**src/rtl/m0_pkg.sv**
```systemverilog
// Shared types and line levels for the m0 framed serial receiver.
// The state encoding is fixed at 2 bits so the debug state output stays stable
// across builds with and without the parity option.
package m0_pkg;

    typedef enum logic [1:0] {
        IDLE   = 2'd0,
        DATA   = 2'd1,
        PARITY = 2'd2,
        STOP   = 2'd3
    } state_t;

    // Line level that starts a frame (the idle line sits at 0).
    localparam logic START_LVL = 1'b1;
    // Line level a good stop bit must have.
    localparam logic STOP_LVL  = 1'b0;

endpackage

```
**src/rtl/m0_rx_shifter.sv**
```systemverilog
// WIDTH-bit right shifter for the receiver. New bits enter at the MSB, so after
// WIDTH shifts the first bit received (the data LSB) sits at bit 0.
module m0_rx_shifter #(
    parameter int WIDTH = 16
) (
    input  logic             clk,
    input  logic             rst,
    input  logic             shift_en,
    input  logic             sin,
    output logic [WIDTH-1:0] q
);

    // Shift one bit in from the top whenever enabled; hold otherwise.
    always_ff @(posedge clk or posedge rst) begin
        if (rst) begin
            q <= '0;
        end else if (shift_en) begin
            q <= {sin, q[WIDTH-1:1]};
        end
    end

endmodule

```
**src/rtl/m0_frame_rx.sv**
```systemverilog
// Framed serial-to-parallel receiver: hunts for a start bit, gathers WIDTH data
// bits LSB-first, checks the stop bit and offers the word on a valid/ready port
// backed by a single hold register.
// Optional feature macro: M0_RX_PARITY_EN adds an even-parity bit between the
// data bits and the stop bit and enables the par_err flag.
//
// Handshake: a word moves to the consumer on any clk edge where out_valid and
// out_ready are both 1. out_data is stable while out_valid is 1 and changes only
// when a new word is loaded. A new word may be loaded on the same edge the old
// one is accepted, in which case out_valid stays 1.
module m0_frame_rx
    import m0_pkg::*;
#(
    parameter int WIDTH = 16
) (
    input  logic             clk,
    input  logic             rst,
    input  logic             en,
    input  logic             sin,
    input  logic             clr_err,
    output logic [WIDTH-1:0] out_data,
    output logic             out_valid,
    input  logic             out_ready,
    output logic             busy,
    output logic             frame_err,
    output logic             overrun,
    output logic             par_err,
    output state_t           dbg_state
);

    localparam int              CNT_W    = $clog2(WIDTH);
    localparam logic [CNT_W-1:0] CNT_LAST = CNT_W'(WIDTH - 1);

    state_t           state;
    state_t           state_nxt;
    logic [CNT_W-1:0] cnt;
    logic [WIDTH-1:0] shreg;

    logic start_det;   // start bit seen in IDLE
    logic shift_en;    // data bit sampled this cycle
    logic last_bit;    // final data bit sampled this cycle
    logic stop_smp;    // stop bit sampled this cycle
    logic fe_evt;      // stop bit was wrong
    logic pe_evt;      // parity mismatch found at the stop slot
    logic good;        // frame complete and clean
    logic deliver;     // clean frame loads the hold register
    logic ov_evt;      // clean frame dropped because the hold register is busy
    logic drain;       // consumer takes the held word with nothing replacing it

    assign busy      = (state != IDLE);
    assign dbg_state = state;

    m0_rx_shifter #(
        .WIDTH(WIDTH)
    ) u_shifter (
        .clk      (clk),
        .rst      (rst),
        .shift_en (shift_en),
        .sin      (sin),
        .q        (shreg)
    );

    // State register; a reset mid-frame simply abandons the frame.
    always_ff @(posedge clk or posedge rst) begin
        if (rst) begin
            state <= IDLE;
        end else begin
            state <= state_nxt;
        end
    end

    // Next-state and per-bit strobes; nothing advances unless en is high.
    always_comb begin
        state_nxt = state;
        start_det = 1'b0;
        shift_en  = 1'b0;
        last_bit  = 1'b0;
        stop_smp  = 1'b0;
        case (state)
            IDLE: begin
                if (en && (sin == START_LVL)) begin
                    start_det = 1'b1;
                    state_nxt = DATA;
                end
            end
            DATA: begin
                if (en) begin
                    shift_en = 1'b1;
                    if (cnt == CNT_LAST) begin
                        last_bit = 1'b1;
`ifdef M0_RX_PARITY_EN
                        state_nxt = PARITY;
`else
                        state_nxt = STOP;
`endif
                    end
                end
            end
            PARITY: begin
`ifdef M0_RX_PARITY_EN
                if (en) begin
                    state_nxt = STOP;
                end
`else
                state_nxt = IDLE;
`endif
            end
            STOP: begin
                if (en) begin
                    stop_smp  = 1'b1;
                    state_nxt = IDLE;
                end
            end
            default: state_nxt = IDLE;
        endcase
    end

`ifdef M0_RX_PARITY_EN
    logic par_bad;

    // Capture the even-parity verdict when the parity bit is sampled.
    always_ff @(posedge clk or posedge rst) begin
        if (rst) begin
            par_bad <= 1'b0;
        end else if ((state == PARITY) && en) begin
            par_bad <= ^{shreg, sin};
        end
    end
`endif

    // Classify the stop slot and decide what happens to the hold register.
    always_comb begin
        fe_evt  = stop_smp && (sin != STOP_LVL);
`ifdef M0_RX_PARITY_EN
        pe_evt  = stop_smp && par_bad;
`else
        pe_evt  = 1'b0;
`endif
        good    = stop_smp && !fe_evt && !pe_evt;
        deliver = good && (!out_valid || out_ready);
        ov_evt  = good && out_valid && !out_ready;
        drain   = out_valid && out_ready && !deliver;
    end

    // Bit counter: restarts on a start bit and wraps after the last data bit.
    always_ff @(posedge clk or posedge rst) begin
        if (rst) begin
            cnt <= '0;
        end else if (start_det) begin
            cnt <= '0;
        end else if (shift_en) begin
            cnt <= last_bit ? '0 : cnt + CNT_W'(1);
        end
    end

    // Single-entry hold register behind the valid/ready port.
    always_ff @(posedge clk or posedge rst) begin
        if (rst) begin
            out_data  <= '0;
            out_valid <= 1'b0;
        end else if (deliver) begin
            out_data  <= shreg;
            out_valid <= 1'b1;
        end else if (drain) begin
            out_valid <= 1'b0;
        end
    end

    // Sticky error flags; a new event beats a simultaneous clear.
    always_ff @(posedge clk or posedge rst) begin
        if (rst) begin
            frame_err <= 1'b0;
            overrun   <= 1'b0;
        end else begin
            if (fe_evt) begin
                frame_err <= 1'b1;
            end else if (clr_err) begin
                frame_err <= 1'b0;
            end
            if (ov_evt) begin
                overrun <= 1'b1;
            end else if (clr_err) begin
                overrun <= 1'b0;
            end
        end
    end

`ifdef M0_RX_PARITY_EN
    // Parity error flag, same sticky/clear rules as the other flags.
    always_ff @(posedge clk or posedge rst) begin
        if (rst) begin
            par_err <= 1'b0;
        end else if (pe_evt) begin
            par_err <= 1'b1;
        end else if (clr_err) begin
            par_err <= 1'b0;
        end
    end
`else
    assign par_err = 1'b0;
`endif

endmodule

```
**config.mk**
```make
export PLATFORM = sky130hd
export DESIGN_NAME = m0_frame_rx
export DESIGN_NICKNAME = d
export VERILOG_FILES = /design/src/rtl/m0_pkg.sv /design/src/rtl/m0_rx_shifter.sv /design/src/rtl/m0_frame_rx.sv
export SDC_FILE = /design/constraint.sdc
export NUM_CORES = 1
export LEC_CHECK = 0
export BUFFER_PORTS_ARGS = -buffer_cell sky130_fd_sc_hd__buf_2
export CORE_MARGIN = 2
export CORE_UTILIZATION = 55
export CTS_CLUSTER_SIZE = 14
export DETAILED_ROUTE_END_ITERATION = 8
export GPL_ROUTABILITY_DRIVEN = 0
export PLACE_DENSITY_LB_ADDON = 0.12
export SYNTH_ARGS = -nofsm -noshare
export SYNTH_HDL_FRONTEND = slang
export SYNTH_SLANG_ARGS = --single-unit
```
**constraint.sdc**
```tcl
create_clock -name clk -period 4.8 [get_ports clk]
set_clock_uncertainty 0.2 [all_clocks]
set_input_delay 0.48 -clock clk [delete_from_list [all_inputs] [get_ports clk]]
set_output_delay 0.48 -clock clk [all_outputs]
set_load 0.02 [all_outputs]
```
; Word level (Yosys, flattened, before mapping)
; Cells that the tools add are included.
[totals]
register_bits = 41
elab_cells = 57
[classes]
muxes = 21
reduce_logical = 20
n_eq_ne = 8
addsub = 1
[op_table]
columns = cell, n
row1 = two-way mux 1 bit, 13
row2 = two-way mux 4 bit, 3
row3 = nonzero test 2 bit, 5
row4 = logical AND 1 bit, 8
row5 = two-way mux 2 bit, 4
row6 = "!= test 2 bit, second input constant", 4
row7 = one-hot mux 2 bit (4 select lines), 1
row8 = "adder 4 x 1 -> 4 bit, second input constant", 1
row9 = "equality test 2 bit, second input constant", 2
row10 = "equality test 4 bit, second input constant", 1
row11 = zero test 1 bit, 4
row12 = AND reduction 4 bit, 1
row13 = "equality test 2 x 1 -> 1 bit, second input constant", 1
row14 = zero test 2 bit, 1
row15 = logical OR 1 bit, 1

; Logic depth before layout (Yosys ltp)
; Gate-level depths: netlist of the first run.
[logic_depth]
word_depth = 10
depth_mapped = 6
depth_no_buf = 4

; Modules after synthesis
; Synthesis of the first run repeated with hierarchy kept, for this count alone.
[unflattened]
hier_cells = 118
area_unflattened_um2 = 1759.2
[by_module_without_submodules]
columns = mod, seq_area_each_um2, instances, cells_per_inst, area_each_um2
row1 = m0_frame_rx, 625.6, 1, 83, 1106.1
row2 = m0_rx_shifter, 400.4, 1, 35, 653.1

; Worst setup path before layout of the first run
; Ideal clock, no wire load.
[synth_path]
path_kind = register to register
startpoint = register state[0] (netlist: dbg_state[0])
endpoint = register out_data[0]
t_required_ps = 4475
slack_ps = 2986
period_less_slack_ps = 1814
stages_incl_launch_ff = 7
arrival_time_ps = 1489
setup_time_ps = 125
path_cell_list = dfrtp_1 > buf_4 > nand4b_1 > nor2b_1 > buf_4 > buf_8 > mux2_2
[synth_between]
elab_chain_cells = 6
[synth_lines]
columns = item, line_no
row1 = start: declaration, m0_frame_rx.sv:34  ; state_t state;
row2 = start signal: assignment, m0_frame_rx.sv:68  ; state <= state_nxt;
row3 = equality test 2 bit (*), m0_frame_rx.sv:79  ; case (state)
row4 = two-way mux 1 bit (*), m0_frame_rx.sv:79
row5 = logical AND 1 bit, m0_frame_rx.sv:133  ; fe_evt = stop_smp && (sin != STOP_LVL);
row6 = zero test 1 bit, m0_frame_rx.sv:139  ; good = stop_smp && !fe_evt && !pe_evt;
row7 = logical AND 1 bit (*), m0_frame_rx.sv:139
row8 = logical AND 1 bit (*), m0_frame_rx.sv:140  ; deliver = good && (!out_valid || out_ready);
row9 = end signal: assignment, m0_frame_rx.sv:162  ; out_data <= shreg;
row10 = end: declaration, m0_frame_rx.sv:21  ; output logic [WIDTH-1:0] out_data,
; Every way passes the cells marked *; elsewhere a longest branch is shown, timed or not.
; A chain may end at the register's enable or synchronous reset.

; Final worst setup path of the first run
[layout_path]
startpoint = register state[0] (netlist: dbg_state[0])
endpoint = output busy
[layout_between]
elab_chain_cells = 1
[layout_lines]
columns = item, line_no
row1 = nonzero test 2 bit, m0_frame_rx.sv:50  ; assign busy = (state != IDLE);
row2 = end: declaration, m0_frame_rx.sv:24  ; output logic busy,
; No other way between the ends.

==> results of run 1 <==
power groups by stage:
stage                     registers, W  clock network (W)  logic, W
final                         0.000579           0.000233  0.000385
after global routing          0.000602           0.000255  0.000425
after CTS                     0.000581           0.000239  0.000393
after detailed placement      0.000590                  0  0.000391
after global placement        0.000580                  0  0.000377
after floorplan               0.000626                  0  0.000238
cell families (layout without fill, tap and decap cells):
logic type,count (synthesis),after routing
DFF,41,41
muxes,32,32
and+or+nand+nor,18,18
AOI/OAI and AO/OA,12,12
buffers and inverters,10,42
adders and majority gates,1,1
other,1,1
final timing paths:
| path | to |
|---|---|
| min reg2reg | out_data[4]$_DFFE_PP0P_ |
| max in group asynchronous | overrun$_DFFE_PP0P_ |
| min | u_shifter.q[3]$_DFFE_PP0P_ |
| min in group clk | overrun$_DFFE_PP0P_ |
| max reg2reg | out_data[13]$_DFFE_PP0P_ |
| max | busy |
per-layer routing:
layer	part of all wire (%)	vias up	wire length [um]
met1	43	504	1110
met3	3.8	7	99
met2	51	17	1320
met5	0	-	0
met4	2.4	0	63
li1	-	460	-
stage by stage:
stage / util (%) / std cells / hold slack, ns / power (W)
floorplan: - / 115 / 0.274 / 0.000864
global placement: 64.1 / 170 / 0.280 / 0.000957
detailed placement: 64.1 / 170 / 0.290 / 0.000981
CTS: 67.3 / 178 / 0.0594 / 0.00121
global route: 67.3 / 178 / 0.0861 / 0.00128
finish: 67.3 / 178 / 0.0452 / 0.00120
state kept, by name (all words and copies together) (netlist names):
register and cells:
overrun 1, out_data 16, cnt 4, frame_err 1
dbg_state 2, u_shifter.q 16, out_valid 1
worst max-delay path: cells and delay by family (launching register included):
family	cells	cell delay, ns
buffers and inverters	1	0.16
flip-flops	1	0.51
AND/OR/NAND/NOR	1	0.31
cell usage after synthesis, drive strengths merged, types with 2 or more instances:
| cell type | number |
|---|---|
| dfrtp | 41 |
| nor2 | 3 |
| nand2 | 2 |
| inv | 5 |
| nand2b | 4 |
| a21oi | 2 |
| nand3 | 2 |
| o21ai | 3 |
| a22o | 3 |
| mux2 | 32 |
| buf | 5 |
cell type report:
class                   instances  share of cell area, %
clock buffers                   6                   2.72
clock inverters                 2                   1.99
inverters                       5                  0.995
multi-input cells              64                   29.9
flip-flops and latches         41                   54.4
well taps                      31                   2.06
repair buffers                 29                   7.96
==> results.json, run 1 <==
{
  "rsz0062_at_grt": "no",
  "rows": 19,
  "yosysTopAreaCell": "dfrtp_1",
  "grt_usage_pct": 18.4,
  "hpwl_mm": 1.82,
  "max_cap_viol_count": 0,
  "seqPwrFrac_pct": 48.4,
  "cts_buffers": 5,
  "clockRootBuffer": "clkbuf_4",
  "regToRegStartpoint": "dbg_state[0]$_DFFE_PP0P_",
  "tritoncts": "done",
  "drtPass1Iterations": 6,
  "place_area_um2": 1800,
  "max-clock-path-buffers": 2,
  "ctsResizeCount": 0,
  "synth_mux_area_share_pct": 21.8,
  "diodes": 0,
  "drc": 1,
  "yosysWarnings": 0,
  "area_growth_pct": 14.2,
  "synth_area_um2": 1650,
  "routedWlPerCell_um": 14.5,
  "die_area_um2": 3460,
  "syn_area_per_cell_um2": 14.4,
  "grt_pass1_vias": 1015,
  "via_per_inst": 5.55,
  "layout_commonest_cell": "dfrtp_1",
  "final_cell_mix": "dfrtp_1, mux2_2, buf_2",
  "vias": 988,
  "grt_use_met2_pct": 28.9,
  "synthXorXnorAreaFrac_pct": 0,
  "yosys.area_share.simple_pct": 6.44,
  "clk_pin_slew_ns": 0.13,
  "crit_start": "dbg_state[0]$_DFFE_PP0P_",
  "synth_compound_area_share_pct": 4.92,
  "grt_remaining_overflow": 0,
  "p_leak_nw": 0.958,
  "grt_max_degree": 42,
  "drtAntennaViolNets": 0,
  "pin_count": 29,
  "netlist_top_cells_area": "dfrtp_1, mux2_2, a22o_1",
  "antenna_found_initial": 0,
  "regToRegSetupSlack_ns": 3.00,
  "n_fill_cell": 217,
  "cp.arrival_ns": 1.31,
  "peakVddDrop_mv": 0.372,
  "max_freq_mhz": 503,
  "synth_top_family_by_area": "multiplexers",
  "finalHoldViolations": 0,
  "min_path_type": "in -> async",
  "syn_nets": 122,
  "critPathMaxStageDelay_ns": 0.51,
  "multi_input_area_um2": 564,
  "use_met3_pct": 4.62,
  "worstPathCellList": "or2_2, buf_2",
  "rr_worst_depth": 4,
  "swShare_pct": 32.7,
  "async_flop_share_pct": 100,
  "regArea_um2": 1030,
  "pwr-share-comb_pct": 32.1,
  "grt_pass1_wl_mm": 4.59,
  "switching_power_w": 0.000391,
  "critPathKind": "reg -> out",
  "fin_ws_ns": 2.81,
  "power_density_nw_per_um2": 634,
  "die_h_um": 58.8,
  "cts-htree-levels": 2,
  "final_cell_area_um2": 1890,
  "synth-main-ff-cell": "dfrtp_1",
  "start_kind": "flip-flop",
  "yosysSeqAreaShare_pct": 62.1,
  "crit_required_ns": 4.12,
  "status": "finished with violations",
  "start_util_pct": 58.9,
  "cp-end-kind": "output pin",
  "period_needed_ns": 1.99,
  "synth_fa_ha_area_share_pct": 0.758,
  "gr-usage-met1_pct": 23.1,
  "wl_mm": 2.59,
  "yosys_register_bits": 41,
  "synth.distinct_cells": 26,
  "placeableCoreArea_um2": 2810,
  "cp_slowest_cell": "dfrtp_1",
  "top_usage_layer": "met2",
  "fin_nets": 153,
  "crit_path_max_fanout": 11,
  "violations": "DRC",
  "hold_buffers": 0,
  "syn_inst": 115,
  "die_x_um": 58.8,
  "drv_slew": 0,
  "final_layout_size_suffix_gt1_share_pct": 48.3,
  "setup_violations": 0,
  "fin_tns_setup_ns": 0,
  "post_cts_buffers": 0,
  "p_int_w": 0.000806,
  "p_clk_share_pct": 19.5,
  "cts.sinks": 41,
  "port_buffers": 27,
  "synth_enable_flop_cells": 0,
  "fin_crit_sh_pct": 41.4,
  "clock_latency_ns": 0.35,
  "synth_top_area_share_pct": 62.1,
  "first_iter_violations": 35,
  "place_ws_ns": 2.88
}
(Power assumes the default switching activity.)
==> inputs of run 2 (changes only) <==
CORE_UTILIZATION = 54   (was 55)
clock period = 2.03 ns   (was 4.8 ns; I/O delays follow)
==> run 2 against run 1 <==
  * The run now ends clean
  * Final cell count up 5.1%
  * Die area is 1.7% higher
  * Setup slack got worse by 2.6 ns
  * Highest routed layer unchanged
  * Total power rose by 130%
  * Sequential share of layout area decreased by 1.3 points
  * Register-to-register slack lost 2.7 ns
  * Largest cell class unchanged
  * Via count decreased by 1.1%
  * Critical path depth increased by 4
==> results.json, run 2 (synthesis results as in run 1) <==
{
  "status": "finished clean",
  "grt_max_degree": 42,
  "area_growth_pct": 17.1,
  "power_density_nw_per_um2": 1390,
  "layout_commonest_cell": "dfrtp_1",
  "crit_buf_inv": 3,
  "cp_slowest_cell": "dlygate4sd3_1",
  "peakVddDrop_mv": 0.670,
  "clk_pin_slew_ns": 0.10,
  "max-clock-path-buffers": 2,
  "rsz0062_at_grt": "no",
  "placeableCoreArea_um2": 2980,
  "post_cts_buffers": 0,
  "p_int_w": 0.00180,
  "largestRegisters": "out_data (16), u_shifter.q (16), cnt (4)",
  "first_iter_violations": 19,
  "drtPass1Iterations": 4,
  "p_clk_share_pct": 14.9,
  "via_per_inst": 5.22,
  "final_layout_size_suffix_gt1_share_pct": 46.8,
  "grt_remaining_overflow": 0,
  "crit_required_ns": 2.05,
  "hold_ws_ns": 0.311,
  "place_ws_ns": 0.308,
  "seqPwrFrac_pct": 50.1,
  "finalHoldViolations": 0,
  "wl_mm": 2.51,
  "fin_nets": 161,
  "max_freq_mhz": 537,
  "ctsResizeCount": 0,
  "worstPathCellList": "dlygate4sd3_1, buf_2, nand4b_1, nor2b_1, buf_4, mux2_2",
  "critPathKind": "in -> reg",
  "pwr-share-comb_pct": 35.0,
  "die_h_um": 59.3,
  "routedWlPerCell_um": 13.4,
  "antenna_found_initial": 0,
  "drc": 0,
  "vias": 977,
  "rows": 20,
  "cp.arrival_ns": 1.88,
  "fin_tns_setup_ns": 0,
  "clockRootBuffer": "clkbuf_4",
  "swShare_pct": 33.3,
  "p_leak_nw": 0.980,
  "cts_buffers": 5,
  "critPathMaxStageDelay_ns": 0.53,
  "grt_pass1_wl_mm": 4.55,
  "min_path_type": "reg -> reg",
  "grt_usage_pct": 17.8,
  "cp-end-kind": "flip-flop",
  "period_needed_ns": 1.86,
  "setup_violations": 0,
  "start_util_pct": 55.5,
  "grt_pass1_vias": 994,
  "drv_slew": 0,
  "diodes": 0,
  "crit_family": "buffers and inverters",
  "port_buffers": 27,
  "fin_ws_ns": 0.169,
  "hpwl_mm": 1.72,
  "tritoncts": "done",
  "die_area_um2": 3520,
  "clock_latency_ns": 0.33,
  "switching_power_w": 0.000898,
  "cts-htree-levels": 2,
  "cts.sinks": 41,
  "start_kind": "input pin",
  "pin_count": 29,
  "drtAntennaViolNets": 0,
  "max_cap_viol_count": 0,
  "fin_crit_sh_pct": 91.7,
  "die_x_um": 59.3,
  "total_power_w": 0.00270,
  "crit_path_max_fanout": 16,
  "final_cell_mix": "dfrtp_1, mux2_2, buf_2"
}
-- run 2: cell count changes in the layout (fill, tap and decap cells not counted), sizes merged --
cell | previous run | this run
buf | 29 | 31
bufinv | 1 | 0
dlygate4sd3 | 0 | 6
-- run 2: layer usage --
metal	share of wire [%]	routed length, um	global-route usage [%]	vias up
met5	0	0	0	-
li1	-	-	-	479
met1	44	1110	23.4	479
met3	3.1	78	4.59	5
met4	1.6	40	8.77	0
met2	51	1270	27.3	14
-- run 2: power by group through the flow --
stage	sequential (W)	clock, W	combinational [W]
2_1_floorplan	0.00148	0	0.000563
4_1_cts	0.00136	0.000419	0.000956
3_5_place_dp	0.00138	0	0.000942
3_3_place_gp	0.00136	0	0.000920
6_report	0.00135	0.000402	0.000943
5_1_grt	0.00140	0.000467	0.00103
-- run 2: final timing paths --
| path | cells after the start | startpoint | slack (ns) | end |
|---|---|---|---|---|
| max | 6 | sin | 0.17 | out_data[5]$_DFFE_PP0P_ |
| max reg2reg | 4 | dbg_state[1]$_DFFE_PP0P_ | 0.30 | out_data[5]$_DFFE_PP0P_ |
| min | 1 | out_data[7]$_DFFE_PP0P_ | 0.31 | out_data[7]$_DFFE_PP0P_ |
| max in group asynchronous | 4 | rst | 0.96 | out_data[10]$_DFFE_PP0P_ |
| min in group asynchronous | 4 | rst | 0.33 | out_data[3]$_DFFE_PP0P_ |
| min reg2reg | 1 | out_data[7]$_DFFE_PP0P_ | 0.31 | out_data[7]$_DFFE_PP0P_ |
-- run 2: stage by stage --
step                      std cells  util (%)  cell area, um^2
final                           187      65.0             1930
after global routing            187      65.0             1930
after CTS                       187      65.0             1930
after detailed placement        174      61.0             1820
after global placement          174      61.0             1820
after floorplan                 115         -             1650
-- run 2: layout make-up --
cell class / count / area (um^2)
Sequential cell: 41 / 1030
Timing Repair Buffer: 37 / 225
Inverter: 5 / 18.8
Tap cell: 33 / 41.3
Fill cell: 224 / 1040
Clock inverter: 1 / 7.51
Clock buffer: 6 / 51.3
Multi-Input combinational cell: 64 / 564
-- run 2: repair_timing --
item,4_1_cts,5_1_grt
hold buffers,6,0
endpoints found under the setup margin,0,0
hold endpoints to repair,46,0
==> inputs of run 3 (changes only) <==
ABC_AREA = 1   (was default)
TNS_END_PERCENT = 30   (was default)
==> run 3 against run 2 <==
  * Flip-flop and latch count stayed put
  * Synthesized cell count up 69%
  * Total power down 12%
  * Highest routed layer unchanged
  * First-iteration DRC count rose to 4.2 times the previous value
  * Combinational power down 39%
  * Routed wire length rose by 30%
==> results.json, run 3 <==
{
  "synth_compound_area_share_pct": 1.92,
  "ctsResizeCount": 0,
  "cts_buffers": 5,
  "drtPass1Iterations": 4,
  "synth-main-ff-cell": "dfrtp_1",
  "synth_mux_area_share_pct": 0,
  "yosysWarnings": 0,
  "synth_most_common_cell": "nand2_1",
  "min_path_type": "in -> reg",
  "fin_crit_sh_pct": 90.4,
  "area_growth_pct": 19.3,
  "start_kind": "input pin",
  "period_needed_ns": 1.83,
  "clk_pin_slew_ns": 0.12,
  "crit_path_max_fanout": 8,
  "p_leak_nw": 1.17,
  "die_h_um": 60.1,
  "synth_top_area_share_pct": 60.5,
  "yosysSeqAreaShare_pct": 60.5,
  "yosys.area_share.simple_pct": 30.2,
  "clock_latency_ns": 0.34,
  "syn_nets": 201,
  "max-clock-path-buffers": 2,
  "via_per_inst": 4.86,
  "die_x_um": 60.1,
  "first_iter_violations": 80,
  "finalHoldViolations": 0,
  "wl_mm": 3.26,
  "synth_fa_ha_area_share_pct": 0.737,
  "cp-end-kind": "flip-flop",
  "drc": 0,
  "n_fill_cell": 266,
  "grt_remaining_overflow": 0,
  "drv_slew": 0,
  "setup_violations": 0,
  "final_layout_size_suffix_gt1_share_pct": 18.9,
  "layout_commonest_cell": "nand2_1",
  "synth_enable_flop_cells": 0,
  "status": "finished clean",
  "crit_required_ns": 2.12,
  "async_flop_share_pct": 100,
  "fin_nets": 239,
  "port_buffers": 27,
  "syn_inst": 194,
  "cp.arrival_ns": 1.93,
  "grt_pass1_wl_mm": 5.73,
  "fin_tns_setup_ns": 0,
  "peakVddDrop_mv": 0.807,
  "power_density_nw_per_um2": 1180,
  "syn_area_per_cell_um2": 8.75,
  "vias": 1346,
  "max_cap_viol_count": 0,
  "hpwl_mm": 2.18,
  "grt_max_degree": 42,
  "yosys_register_bits": 41,
  "regToRegSetupSlack_ns": 0.25,
  "largestRegisters": "out_data (16), u_shifter.q (16), cnt (4)",
  "grt_usage_pct": 21.8,
  "yosysTopAreaCell": "dfrtp_1",
  "tritoncts": "done",
  "placeableCoreArea_um2": 3030,
  "synthXorXnorAreaFrac_pct": 0.516,
  "critPathKind": "in -> reg",
  "clockRootBuffer": "clkbuf_4",
  "synth_common_cells": "nand2_1, dfrtp_1, nand3_1",
  "max_freq_mhz": 545,
  "netlist_top_cells_area": "dfrtp_1, nand2_1, nand3_1",
  "cts-htree-levels": 2,
  "diodes": 0,
  "antenna_found_initial": 0,
  "start_util_pct": 56.0,
  "grt_pass1_vias": 1297,
  "rsz0062_at_grt": "no",
  "pin_count": 29,
  "synth.distinct_cells": 19,
  "rows": 20,
  "synth_area_um2": 1700,
  "total_power_w": 0.00238,
  "routedWlPerCell_um": 11.8,
  "postLayoutCoreUtil_pct": 66.9,
  "synth_top_family_by_area": "simple AND/OR/NAND/NOR gates",
  "die_area_um2": 3610,
  "drtAntennaViolNets": 0,
  "final_cell_mix": "nand2_1, dfrtp_1, buf_2",
  "cts.sinks": 41
}
==> run 3: cell count changes in the layout (fill, tap and decap cells not counted), sizes merged, moves of 2 or more <==
cell / previous run / this run
inv: 5 / 15
nand3: 2 / 25
mux2: 32 / 0
a22o: 3 / 0
nand2: 2 / 89
nor2: 3 / 7
nand2b: 4 / 0
a21oi: 2 / 0
==> run 3: per-stage QoR <==
stage,setup slack [ns],area [um^2],std cells,hold WS [ns]
after floorplan,0.548,1700,194,0.0994
after global placement,0.533,1860,261,0.141
after global routing,0.100,2020,277,0.201
final,0.195,2020,277,0.169
after detailed placement,0.506,1860,261,0.149
after CTS,0.0169,2010,275,0.168
==> run 3: logic make-up (layout without fill, tap and decap cells) <==
family,Yosys count,in the layout
buf+inv,22,61
compound gates,6,6
fa+ha+maj,1,1
simple gates,122,122
flops,41,41
xor+xnor,1,1
other cells,1,1
==> run 3: final timing paths <==
check | cells after the start | start | to
setup / recovery | 8 | en | overrun$_DFFE_PP0P_
hold / removal | 4 | out_ready | out_valid$_DFFE_PP0P_
setup reg to reg | 6 | dbg_state[0]$_DFFE_PP0P_ | overrun$_DFFE_PP0P_
hold reg to reg | 2 | out_data[11]$_DFFE_PP0P_ | out_data[11]$_DFFE_PP0P_
max in group asynchronous | 4 | rst | cnt[0]$_DFFE_PP0P_
min in group asynchronous | 4 | rst | out_data[0]$_DFFE_PP0P_
==> run 3: layout make-up <==
class	instances	area, um^2	area share, %
tap	44	55.1	2.72
clock inverter	1	30.0	1.48
sequential	41	1030	50.7
inverter	15	56.3	2.78
timing repair buffer	38	233	11.5
clock buffer	7	55.1	2.72
multi-input combinational	131	569	28.1
==> run 3: what timing repair did <==
action                                  4_1_cts  5_1_grt
hold buffers                                  6        0
endpoints found under the hold margin        49        0
endpoints found under the setup margin        0        1
setup buffers                                 0        2
==> run 3: critical path, stage by stage <==
cell	delay (ns)
dlygate4sd3_1	0.51
buf_2	0.13
nand3_2	0.11
nor2_4	0.14
buf_4	0.16
nand2_1	0.05
o21ai_0	0.06
dlygate4sd3_1	0.56
==> run 3: power by group <==
part | total [W] | switching (W) | internal, W
sequential | 0.00126 | 0.000202 | 0.00106
combinational | 0.000575 | 0.000363 | 0.000212
clock | 0.000546 | 0.000252 | 0.000294
total | 0.00238 | 0.000816 | 0.00156
==> run 3: layer usage <==
metal | global-route usage, % | wire length (um) | up-vias
met4 | 6.67 | 18 | 0
met1 | 27.4 | 1470 | 639
met5 | 0 | 0 | -
li1 | - | - | 672
met2 | 36.0 | 1610 | 33
met3 | 6.93 | 162 | 2
